File: src/rtl/sparsity_flag_writer.sv
// Row-sparsity flag producer: writes one non-zero flag per ifmap row
// and hands a per-block OR mask plus row count to the reader once per column.
module sparsity_flag_writer #(
  parameter int DATA_WIDTH     = 8,
  parameter int ROW_WORDS      = 4,
  parameter int ADDR_WIDTH     = 6,
  parameter int ROWS_PER_BLOCK = 8,
  parameter int NUM_BLOCK      = 4
) (
  input  logic                            clk,
  input  logic                            rst,
  input  logic                            clk_en,
  input  logic                            in_valid,
  output logic                            in_ready,
  input  logic [ROW_WORDS*DATA_WIDTH-1:0] in_data,
  output logic                            wr_req,
  output logic [ADDR_WIDTH-1:0]           wr_addr,
  output logic                            wr_data,
  output logic                            mask_valid,
  input  logic                            mask_ready,
  output logic [NUM_BLOCK-1:0]            block_valid,
  output logic [ADDR_WIDTH:0]             nz_rows,
  output logic [31:0]                     column
);

  localparam int ROWS_PER_COL = ROWS_PER_BLOCK * NUM_BLOCK;
  localparam int BLK_SHIFT    = $clog2(ROWS_PER_BLOCK);
  localparam int CW           = ADDR_WIDTH + 1;
  localparam logic [ADDR_WIDTH-1:0] LAST_ROW =
    ADDR_WIDTH'(ROWS_PER_COL - 1);

  typedef enum logic {
    FILL,
    HOLD
  } state_t;

  state_t                state_q;
  logic [ADDR_WIDTH-1:0] row_cnt_q;
  logic [NUM_BLOCK-1:0]  acc_q;
  logic [CW-1:0]         cnt_q;
  logic                  wr_req_q;
  logic [ADDR_WIDTH-1:0] wr_addr_q;
  logic                  wr_data_q;
  logic                  mask_valid_q;
  logic [NUM_BLOCK-1:0]  block_valid_q;
  logic [CW-1:0]         nz_rows_q;
  logic [31:0]           column_q;

  logic                  accept;
  logic                  flag;
  logic                  last_row;
  logic                  handoff;
  logic [ADDR_WIDTH-1:0] blk;
  logic [NUM_BLOCK-1:0]  blk_hit;
  logic [NUM_BLOCK-1:0]  acc_d;
  logic [CW-1:0]         cnt_d;

  assign in_ready = clk_en && !rst && (state_q == FILL);
  assign accept   = in_valid && in_ready;
  assign flag     = |in_data;
  assign last_row = (row_cnt_q == LAST_ROW);
  assign handoff  = clk_en && (state_q == HOLD)
                 && mask_valid_q && mask_ready;
  assign blk      = row_cnt_q >> BLK_SHIFT;

  always_comb begin
    blk_hit = '0;
    for (int b = 0; b < NUM_BLOCK; b++) begin
      blk_hit[b] = (blk == ADDR_WIDTH'(b));
    end
  end

  // Accumulators already including the row accepted this cycle
  assign acc_d = acc_q | (flag ? blk_hit : '0);
  assign cnt_d = cnt_q + CW'(flag);

  always_ff @(posedge clk) begin
    if (rst) begin
      state_q       <= FILL;
      row_cnt_q     <= '0;
      acc_q         <= '0;
      cnt_q         <= '0;
      wr_req_q      <= 1'b0;
      wr_addr_q     <= '0;
      wr_data_q     <= 1'b0;
      mask_valid_q  <= 1'b0;
      block_valid_q <= '0;
      nz_rows_q     <= '0;
      column_q      <= '0;
    end else if (clk_en) begin
      wr_req_q <= accept;
      if (accept) begin
        wr_addr_q <= row_cnt_q;
        wr_data_q <= flag;
        if (last_row) begin
          block_valid_q <= acc_d;
          nz_rows_q     <= cnt_d;
          mask_valid_q  <= 1'b1;
          state_q       <= HOLD;
          row_cnt_q     <= '0;
          acc_q         <= '0;
          cnt_q         <= '0;
        end else begin
          row_cnt_q <= row_cnt_q + 1'b1;
          acc_q     <= acc_d;
          cnt_q     <= cnt_d;
        end
      end
      if (handoff) begin
        mask_valid_q <= 1'b0;
        column_q     <= column_q + 32'd1;
        state_q      <= FILL;
      end
    end
  end

  assign wr_req      = wr_req_q && clk_en;
  assign wr_addr     = wr_addr_q;
  assign wr_data     = wr_data_q;
  assign mask_valid  = mask_valid_q;
  assign block_valid = block_valid_q;
  assign nz_rows     = nz_rows_q;
  assign column      = column_q;

endmodule
File: config.mk
export PLATFORM = sky130hd
export DESIGN_NAME = sparsity_flag_writer
export DESIGN_NICKNAME = d
export VERILOG_FILES = /design/src/rtl/sparsity_flag_writer.sv
export SDC_FILE = /design/constraint.sdc
export NUM_CORES = 1
export LEC_CHECK = 0
export CELL_PAD_IN_SITES_DETAIL_PLACEMENT = 2
export CELL_PAD_IN_SITES_GLOBAL_PLACEMENT = 2
export CORE_MARGIN = 2
export CORE_UTILIZATION = 25
export DETAILED_ROUTE_END_ITERATION = 12
export PLACE_DENSITY_LB_ADDON = 0.1
export SYNTH_ARGS = -nofsm -noshare
export SYNTH_HDL_FRONTEND = slang
export SYNTH_SLANG_ARGS = --single-unit
export TNS_END_PERCENT = 10
File: constraint.sdc
create_clock -name clk -period 2.3 [get_ports clk]
set_clock_uncertainty 0.1 [all_clocks]
set_input_delay 0.46 -clock clk [delete_from_list [all_inputs] [get_ports clk]]
set_output_delay 0.46 -clock clk [all_outputs]
set_load 0.02 [all_outputs]
==> reports/results.tsv, run 1 <==
metric	value	unit
status	completed	
rr_worst_depth	5	
cts_buffers	9	
synth_area_per_cell	8.716	um2
min_period	2229	ps
peakVddDrop	0.0003137	V
critPathCaptureType	flop	
die_w	115.3	um
drv_cap	0	
clk_pin_slew_worst_paths	50	ps
synth_most_common_cell	dfxtp_1	
max_freq	448.6	MHz
vias_per_cell	4.677	
synth_compound_area_share	8.937	%
start_util	25.65	%
hpwl	7065	um
dieArea	13280	um2
io_buffers	89	
synth_ff_type	dfxtp_1	
drt_wl_total	9828	um
ys_seq_elements	69	
core-area	12060	um2
gp_congestion	0.7382	
hold_violations	0	
synthArstFlopShare	0	%
max_slew_margin	65.31	%
p_per_area	557.2	nW/um2
synth_seq_area_share	44.64	%
num_vias	2965	
yosys-top-cells-count	dfxtp_1 (69), nand2_1 (51), nor2_1 (41), a21oi_1 (25), xnor2_1 (24)	
syn-num-nets	396	
tightest_slew	520.4	ps
yosys-top-cells-area	dfxtp_1 (45%), xnor2_1 (6.8%), nand2_1 (6.2%), nor2_1 (5.0%), a21oi_1 (4.0%)	
crit_family	simple AND/OR/NAND/NOR gates	
drt_iter0_markers	102	
drive_gt1_share	17.17	%
ff2ff_setup_slack	400	ps
p_leak	1.657	nW
synth_edf_count	0	
synthAdderAreaFrac	1.617	%
cp-start-kind	primary input	
yosysTopAreaCell	dfxtp_1	
final-max-slew-violation-count	0	
ys_types	41	
wire_per_inst	15.50	um
cts.sinks	69	
crit_path_top_delay_cell	nor4_4	
path_class	in -> reg	
p_sw_share	21.96	%
p_switching	0.0005659	W
pwr-share-clk	48.6	%
synthMuxAreaShare	0.6470	%
ys_warn_count	0	
hold_path_class	reg -> reg	
fillers	1319	
rr_startpoint	column[14]	
setup-violations-final	0	
power.share.combinational	4.6	%
drt_pass1_iterations	4	
ioPinCount	90	
utilization	38.35	%
yosys.area_share.simple	30.89	%
grt_setup_unrepaired	yes	
place_area	4343	um2
num_rows	40	
post-route-period-util	96.92	%
groute.usage.overall	15.70	%
critPathBufInv	2	
grt_max_degree	46	
synth_top_area_share	44.64	%
grt_pass1_wl	16130	um
cts_tree	done	
syn-cell-area	3094	um2
max_stage_delay	310	ps
clock_latency	340	ps
crit_path_cell_trace	dlygate4sd2_1 -> nor4_2 -> nand2_1 -> nor4_4 -> inv_2 -> ha_4 -> ha_4 -> and3_4 -> nand3_4 -> xnor2_2 -> a22oi_1 -> nor2_1	
cts_buffer_depth	2	
cts-root-buf	clkbuf_16	
synth_xor_area_share	9.341	%
grt_pass1_vias	3228	
synthCells	355	
finalNetCount	503	
die_h	115.3	um
critPathMostFrequentCell	ha_4	
power_frac_seq	46.8	%
ant_nets	0	
drc_errors	0	
design_area	4626	um2
postCtsSetupBuffers	0	
area_growth	49.49	%
antenna_cells	0	
worstHoldStart	acc_q[1]	
h-tree-depth	3	
grt_overflow	0	
worst-path-max-fanout	4	
critPathArrivalTime	2340	ps
p_int	0.002012	W
min_to	acc_q[1]	
rr_endpoint	column[31]	
synth_top_family_by_area	simple AND/OR/NAND/NOR gates	
hold_buffers	0	
worst_ep_required_time	2410	ps
holdPathStages	2	
antenna_found_initial	0	
-- stage by stage --
| step | hold WS, ps | setup slack [ps] | instances | TNS, ps | power [W] |
|---|---|---|---|---|---|
| floorplan | 319.7 | 3.560 | 355 | 0 | 0.001273 |
| global placement | 343.1 | -528.5 | 619 | -4749 | 0.001365 |
| detailed placement | 351.6 | -630.8 | 619 | -6718 | 0.001368 |
| CTS | 363.4 | -26.06 | 634 | -26.06 | 0.002635 |
| global route | 398.0 | -26.86 | 634 | -43.47 | 0.002708 |
| finish | 358.0 | 70.83 | 634 | 0 | 0.002578 |
-- per-layer routing --
layer  vias to the layer above  share of wire [%]  GRT usage, %
met5                         -                  0             0
met4                         0                1.6         5.542
met3                         9                3.9         4.955
met2                        57                 50         25.96
met1                      1464                 45         19.27
li1                       1435                  -             -
-- sequential cells by signal, indices dropped and copies added (netlist names) --
| register | count |
|---|---|
| row_cnt_q | 6 |
| acc_q | 4 |
| block_valid | 4 |
| wr_addr | 6 |
| column | 32 |
| mask_valid | 1 |
| cnt_q | 7 |
| wr_data | 1 |
| nz_rows | 7 |
| wr_req_q | 1 |
-- placed cells by master, fill, tap and decap left out, types with 9 or more instances in the layout --
cell / instances
nand3_1: 12
dlygate4sd2_1: 12
xnor2_1: 23
xor2_1: 9
clkbuf_16: 9
clkdlybuf4s15_1: 13
nor3_2: 10
buf_4: 23
nor2_1: 41
nand2_1: 51
o21ai_0: 14
clkdlybuf4s50_1: 54
dfxtp_1: 69
a21oi_1: 25
-- repair_timing --
item / CTS / global route
setup endpoints to repair: 9 / 9
pin swaps: 16 / 15
resized for setup: 51 / 24
-- cell families (layout without fill, tap and decap cells) --
| group | count (synthesis) | count (layout) |
|---|---|---|
| AND/OR/NAND/NOR | 171 | 171 |
| flip-flops | 69 | 69 |
| AO/OA/AOI/OAI | 50 | 50 |
| XOR/XNOR | 33 | 33 |
| buffers and inverters | 26 | 137 |
| adder cells (fa/ha/maj) | 4 | 4 |
| multiplexers | 2 | 2 |
-- power by group through the flow --
stage          clock (W)  sequential (W)  combinational [W]
2_1_floorplan          0         0.00123          0.0000417
3_3_place_gp           0         0.00123           0.000134
3_5_place_dp           0         0.00123           0.000137
4_1_cts          0.00131         0.00121           0.000122
5_1_grt          0.00137         0.00121           0.000132
6_report         0.00125         0.00121           0.000120
-- tightest hold or removal path, stage by stage, from the launching register on --
cell,delay (ps)
dfxtp_1,330
nand2_1,50
o41ai_1,50
-- area by class of cell --
type / count / area [um2] / share of cell area [%]
timing repair buffer: 113 / 1033 / 22.34
multi-input combinational: 260 / 1707 / 36.89
inverter: 9 / 33.78 / 0.7303
clock buffer: 13 / 250.2 / 5.410
clock inverter: 2 / 10.01 / 0.2164
sequential: 69 / 1381 / 29.86
tap: 168 / 210.2 / 4.544
-- worst max-delay path by stage --
stage	startpoint	endpoint	slack, ps	depth (start not counted)
3_3_place_gp	in_data[6]	cnt_q[6]	-530	12
3_5_place_dp	in_data[9]	cnt_q[6]	-630	12
4_1_cts	in_data[19]	cnt_q[6]	-30	12
6_report	in_data[4]	cnt_q[6]	70	12
5_1_grt	in_data[4]	cnt_q[6]	-30	12
2_1_floorplan	in_data[6]	cnt_q[6]	4	11
Power figures use the tool's default switching activity.
==> run 2: changes to the inputs <==
--- a/config.mk
+++ b/config.mk
@@ -5,6 +5,7 @@
 export SDC_FILE = /design/constraint.sdc
 export NUM_CORES = 1
 export LEC_CHECK = 0
+export ABC_CLOCK_PERIOD_IN_PS = 2300
 export CELL_PAD_IN_SITES_DETAIL_PLACEMENT = 2
 export CELL_PAD_IN_SITES_GLOBAL_PLACEMENT = 2
 export CORE_MARGIN = 2
@@ -14,4 +15,4 @@
 export SYNTH_ARGS = -nofsm -noshare
 export SYNTH_HDL_FRONTEND = slang
 export SYNTH_SLANG_ARGS = --single-unit
-export TNS_END_PERCENT = 10
+export TNS_END_PERCENT = 30
==> reports/results.tsv, run 2 (synthesis results as in run 1) <==
metric	value	unit
status	completed	
num_rows	40	
setup-violations-final	0	
final-max-slew-violation-count	0	
utilization	38.46	%
critPathMostFrequentCell	ha_4	
max_slew_margin	65.20	%
final_cells	634	
design_area	4639	um2
start_util	25.65	%
grt_overflow	0	
grt_max_degree	46	
cts-root-buf	clkbuf_16	
fillers	1321	
groute.usage.overall	15.86	%
p_sw_share	21.99	%
largest_register_ffs	32	
peakVddDrop	0.0003138	V
post-route-period-util	97.29	%
crit_path_cell_trace	dlygate4sd2_1 -> nor4_2 -> nand2_1 -> nor4_4 -> inv_2 -> ha_4 -> ha_4 -> and3_4 -> nand3_4 -> xnor2_2 -> a22oi_1 -> nor2_1	
drc_errors	0	
worst-path-max-fanout	4	
place_area	4343	um2
area_growth	49.94	%
cts_buffer_depth	2	
rr_endpoint	column[31]	
power.share.combinational	4.7	%
ioPinCount	90	
worst_ep_required_time	2410	ps
grt_pass1_wl	16260	um
p_leak	1.660	nW
cp-start-kind	primary input	
wire_per_inst	15.53	um
drive_gt1_share	17.38	%
path_class	in -> reg	
cts_tree	done	
pre_cts_ws	-630.8	ps
worstSetupStartpoint	in_data[15]	
max_freq	446.9	MHz
h-tree-depth	3	
drt_pass1_iterations	4	
num_vias	2969	
crit_family	simple AND/OR/NAND/NOR gates	
grt_setup_unrepaired	yes	
drv_cap	0	
clk_pin_slew_worst_paths	50	ps
die_h	115.3	um
min_period	2238	ps
drt_iter0_markers	111	
layout_commonest_cell	dfxtp_1	
p_switching	0.0005671	W
final.setup.worst_slack	62.35	ps
max_stage_delay	310	ps
vias_per_cell	4.683	
hold_violations	0	
hpwl	7065	um
hold_path_class	reg -> reg	
antenna_cells	0	
core-area	12060	um2
dp_cells	619	
p_per_area	555.9	nW/um2
setup_tns	0	ps
drt_wl_total	9845	um
worstHoldStart	acc_q[1]	
postCtsSetupBuffers	0	
rr_worst_depth	5	
cts.sinks	69	
gp_congestion	0.7382	
ant_nets	0	
rr_startpoint	column[14]	
worstSetupPathDepth	12	
die_w	115.3	um
ff2ff_setup_slack	390	ps
cts_buffers	9	
clock_latency	340	ps
p_int	0.002012	W
pwr-share-clk	48.5	%
hold_buffers	0	
grt_pass1_vias	3244	
antenna_found_initial	0	
power_frac_seq	46.8	%
critPathArrivalTime	2350	ps
crit_path_top_delay_cell	nor4_4	
most-common-layout-cells	dfxtp_1 (69), clkdlybuf4s50_1 (54), nand2_1 (51)	
io_buffers	89	
dieArea	13280	um2
finalNetCount	503	
critPathCaptureType	flop	
cp-endpoint	cnt_q[6]	
critPathBufInv	2	
tightest_slew	522.0	ps
run 2: area by class of cell:
cell class              count  area [um2]  area share [%]
multi-input cells         260        1719           37.06
flip-flops and latches     69        1381           29.77
repair buffers            113        1035           22.30
clock buffers              13       250.2           5.394
well taps                 168       210.2           4.531
inverters                   9       33.78          0.7282
clock inverters             2       10.01          0.2157
run 2: through the flow:
stage	hold WS [ps]	power, W
floorplan	319.7	0.001273
global placement	343.1	0.001365
detailed placement	351.6	0.001368
CTS	363.4	0.002636
global route	398.0	0.002709
finish	358.3	0.002579
run 2: what timing repair did:
| action | CTS | global route |
|---|---|---|
| endpoints found under the setup margin | 9 | 9 |
| pin swaps | 17 | 10 |
| resized for setup | 59 | 13 |
run 2: worst reg2reg max path, cell delays in order, from the launching register on:
cell and delay [ps]:
dfxtp_1 440, and4_1 310, nand4_4 310, nor4_1 400
xnor2_1 160, nor2_1 50
run 2: worst min path at each step:
stage                          end  slack [ps]  cells after the start
global placement          acc_q[3]         340                      2
floorplan                 acc_q[1]         320                      2
global route            nz_rows[1]         400                      2
detailed placement        acc_q[1]         350                      2
CTS                       acc_q[1]         360                      2
finish              block_valid[1]         360                      2
run 2: power groups by stage:
stage               sequential (W)  combinational, W  clock, W
floorplan                  0.00123         0.0000417         0
global placement           0.00123          0.000134         0
detailed placement         0.00123          0.000137         0
CTS                        0.00121          0.000122   0.00131
global route               0.00121          0.000134   0.00137
finish                     0.00121          0.000121   0.00125
run 2: metal layers:
metal  part of all wire [%]  track usage (%)
met1                     44            19.30
met2                     50            26.51
met3                    3.9            4.955
met4                    1.6            5.542
met5                      0                0
==> run 3: changes to the inputs <==
--- a/config.mk
+++ b/config.mk
@@ -8,7 +8,6 @@
 export ABC_CLOCK_PERIOD_IN_PS = 2300
 export CELL_PAD_IN_SITES_DETAIL_PLACEMENT = 2
 export CELL_PAD_IN_SITES_GLOBAL_PLACEMENT = 2
-export CORE_MARGIN = 2
 export CORE_UTILIZATION = 25
 export DETAILED_ROUTE_END_ITERATION = 12
 export PLACE_DENSITY_LB_ADDON = 0.1
==> reports/results.tsv, run 3 (synthesis results as in run 1) <==
metric	value	unit
num_vias	2971	
io_buffers	89	
min_period	2205	ps
critPathArrivalTime	2310	ps
p_sw_share	21.84	%
clock_latency	340	ps
drive_gt1_share	17.13	%
wire_per_inst	14.84	um
setup_tns	0	ps
ant_nets	0	
drv_cap	0	
final-max-slew-violation-count	0	
grt_overflow	0	
hold_path_class	reg -> reg	
max_slew_margin	64.16	%
p_switching	0.0005696	W
groute.usage.overall	15.86	%
cts_buffers	9	
worst_ep_required_time	2400	ps
hpwl	6882	um
max_freq	453.6	MHz
ioPinCount	90	
power_frac_seq	46.2	%
cts.sinks	69	
cts-root-buf	clkbuf_16	
antenna_found_initial	0	
hold_violations	0	
p_per_area	553.7	nW/um2
most-common-layout-cells	dfxtp_1 (69), clkdlybuf4s50_1 (55), nand2_1 (51)	
worst-path-max-fanout	4	
cts_tree	done	
grt_pass1_vias	3212	
die_w	113.3	um
grt_pass1_wl	15840	um
setup-violations-final	0	
drt_iter0_markers	85	
grt_max_degree	48	
postCtsSetupBuffers	0	
final_cells	635	
antenna_cells	0	
dp_cells	621	
post-route-period-util	95.85	%
dieArea	12830	um2
critPathCaptureType	flop	
cp-start-kind	primary input	
core-area	12060	um2
num_rows	40	
drt_pass1_iterations	2	
p_int	0.002038	W
largest_register_ffs	32	
cts_buffer_depth	2	
gp_congestion	0.6888	
drc_errors	0	
grt_setup_unrepaired	no	
power.share.combinational	4.8	%
vias_per_cell	4.679	
die_h	113.3	um
drt_wl_total	9424	um
path_class	in -> reg	
finalNetCount	505	
area_growth	52.20	%
status	completed	
pwr-share-clk	49.0	%
hold_buffers	0	
utilization	39.05	%
peakVddDrop	0.0002130	V
p_leak	1.750	nW
layout_commonest_cell	dfxtp_1	
h-tree-depth	3	
tightest_slew	537.6	ps
start_util	25.65	%
clk_pin_slew_worst_paths	50	ps
run 3: changes by cell type in the layout (fill, tap and decap cells not counted), moves of 2 or more:
cell / delta
dlymetal6s2s_1: +8
clkdlybuf4s15_1: -3
buf_12: +2
buf_2: -4
clkbuf_1: -2
clkbuf_2: +2
dlygate4sd2_1: -4
run 3: stage by stage:
step           instance area (um2)  power, W  setup slack [ps]  hold slack (ps)
6_report                      4710  0.002608             95.35            354.9
5_1_grt                       4710  0.002711             1.194            386.3
4_1_cts                       4662  0.002658            -20.94            361.9
3_5_place_dp                  4383  0.001368            -552.9            348.6
3_3_place_gp                  4383  0.001365            -531.2            340.2
2_1_floorplan                 3142  0.001273             3.560            319.7
run 3: worst paths after layout:
path                     from         end  slack, ps  depth (start not counted)
setup / recovery  in_data[17]    cnt_q[6]        100                         12
hold / removal       acc_q[1]    acc_q[1]        350                          2
setup reg to reg    column[0]  column[18]        420                          7
hold reg to reg      acc_q[1]    acc_q[1]        350                          2
run 3: cell type report:
cell class	count	area (um2)
repair buffers	115	1110
clock buffers	12	256.5
inverters	9	33.78
well taps	168	210.2
multi-input cells	260	1708
clock inverters	2	10.01
flip-flops and latches	69	1381
fillers	1360	7352
run 3: power groups by stage:
stage | clock network (W) | registers (W) | logic [W]
floorplan | 0 | 0.00123 | 0.0000417
global placement | 0 | 0.00123 | 0.000134
detailed placement | 0 | 0.00123 | 0.000137
CTS | 0.00133 | 0.00121 | 0.000127
global route | 0.00137 | 0.00121 | 0.000136
finish | 0.00128 | 0.00121 | 0.000124
run 3: routing by layer:
| layer | track usage [%] | wire length, um |
|---|---|---|
| met5 | 0 | 0 |
| met4 | 7.105 | 168 |
| met3 | 3.428 | 345 |
| met2 | 26.58 | 4675 |
| met1 | 19.48 | 4234 |
run 3: critical path, stage by stage:
cell             delay [ps]
clkdlybuf4s15_1         160
nor4_1                  280
nand2_1                 140
nor4_4                  300
inv_2                   100
ha_4                    180
ha_4                    150
and3_4                  190
nand3_4                  90
xnor2_2                  70
a22oi_1                 140
nor2_1                   60
run 3: repair_timing:
item | in CTS | in global routing
gates resized for setup | 30 | 31
pin swaps | 15 | 16
endpoints found under the setup margin | 7 | 7
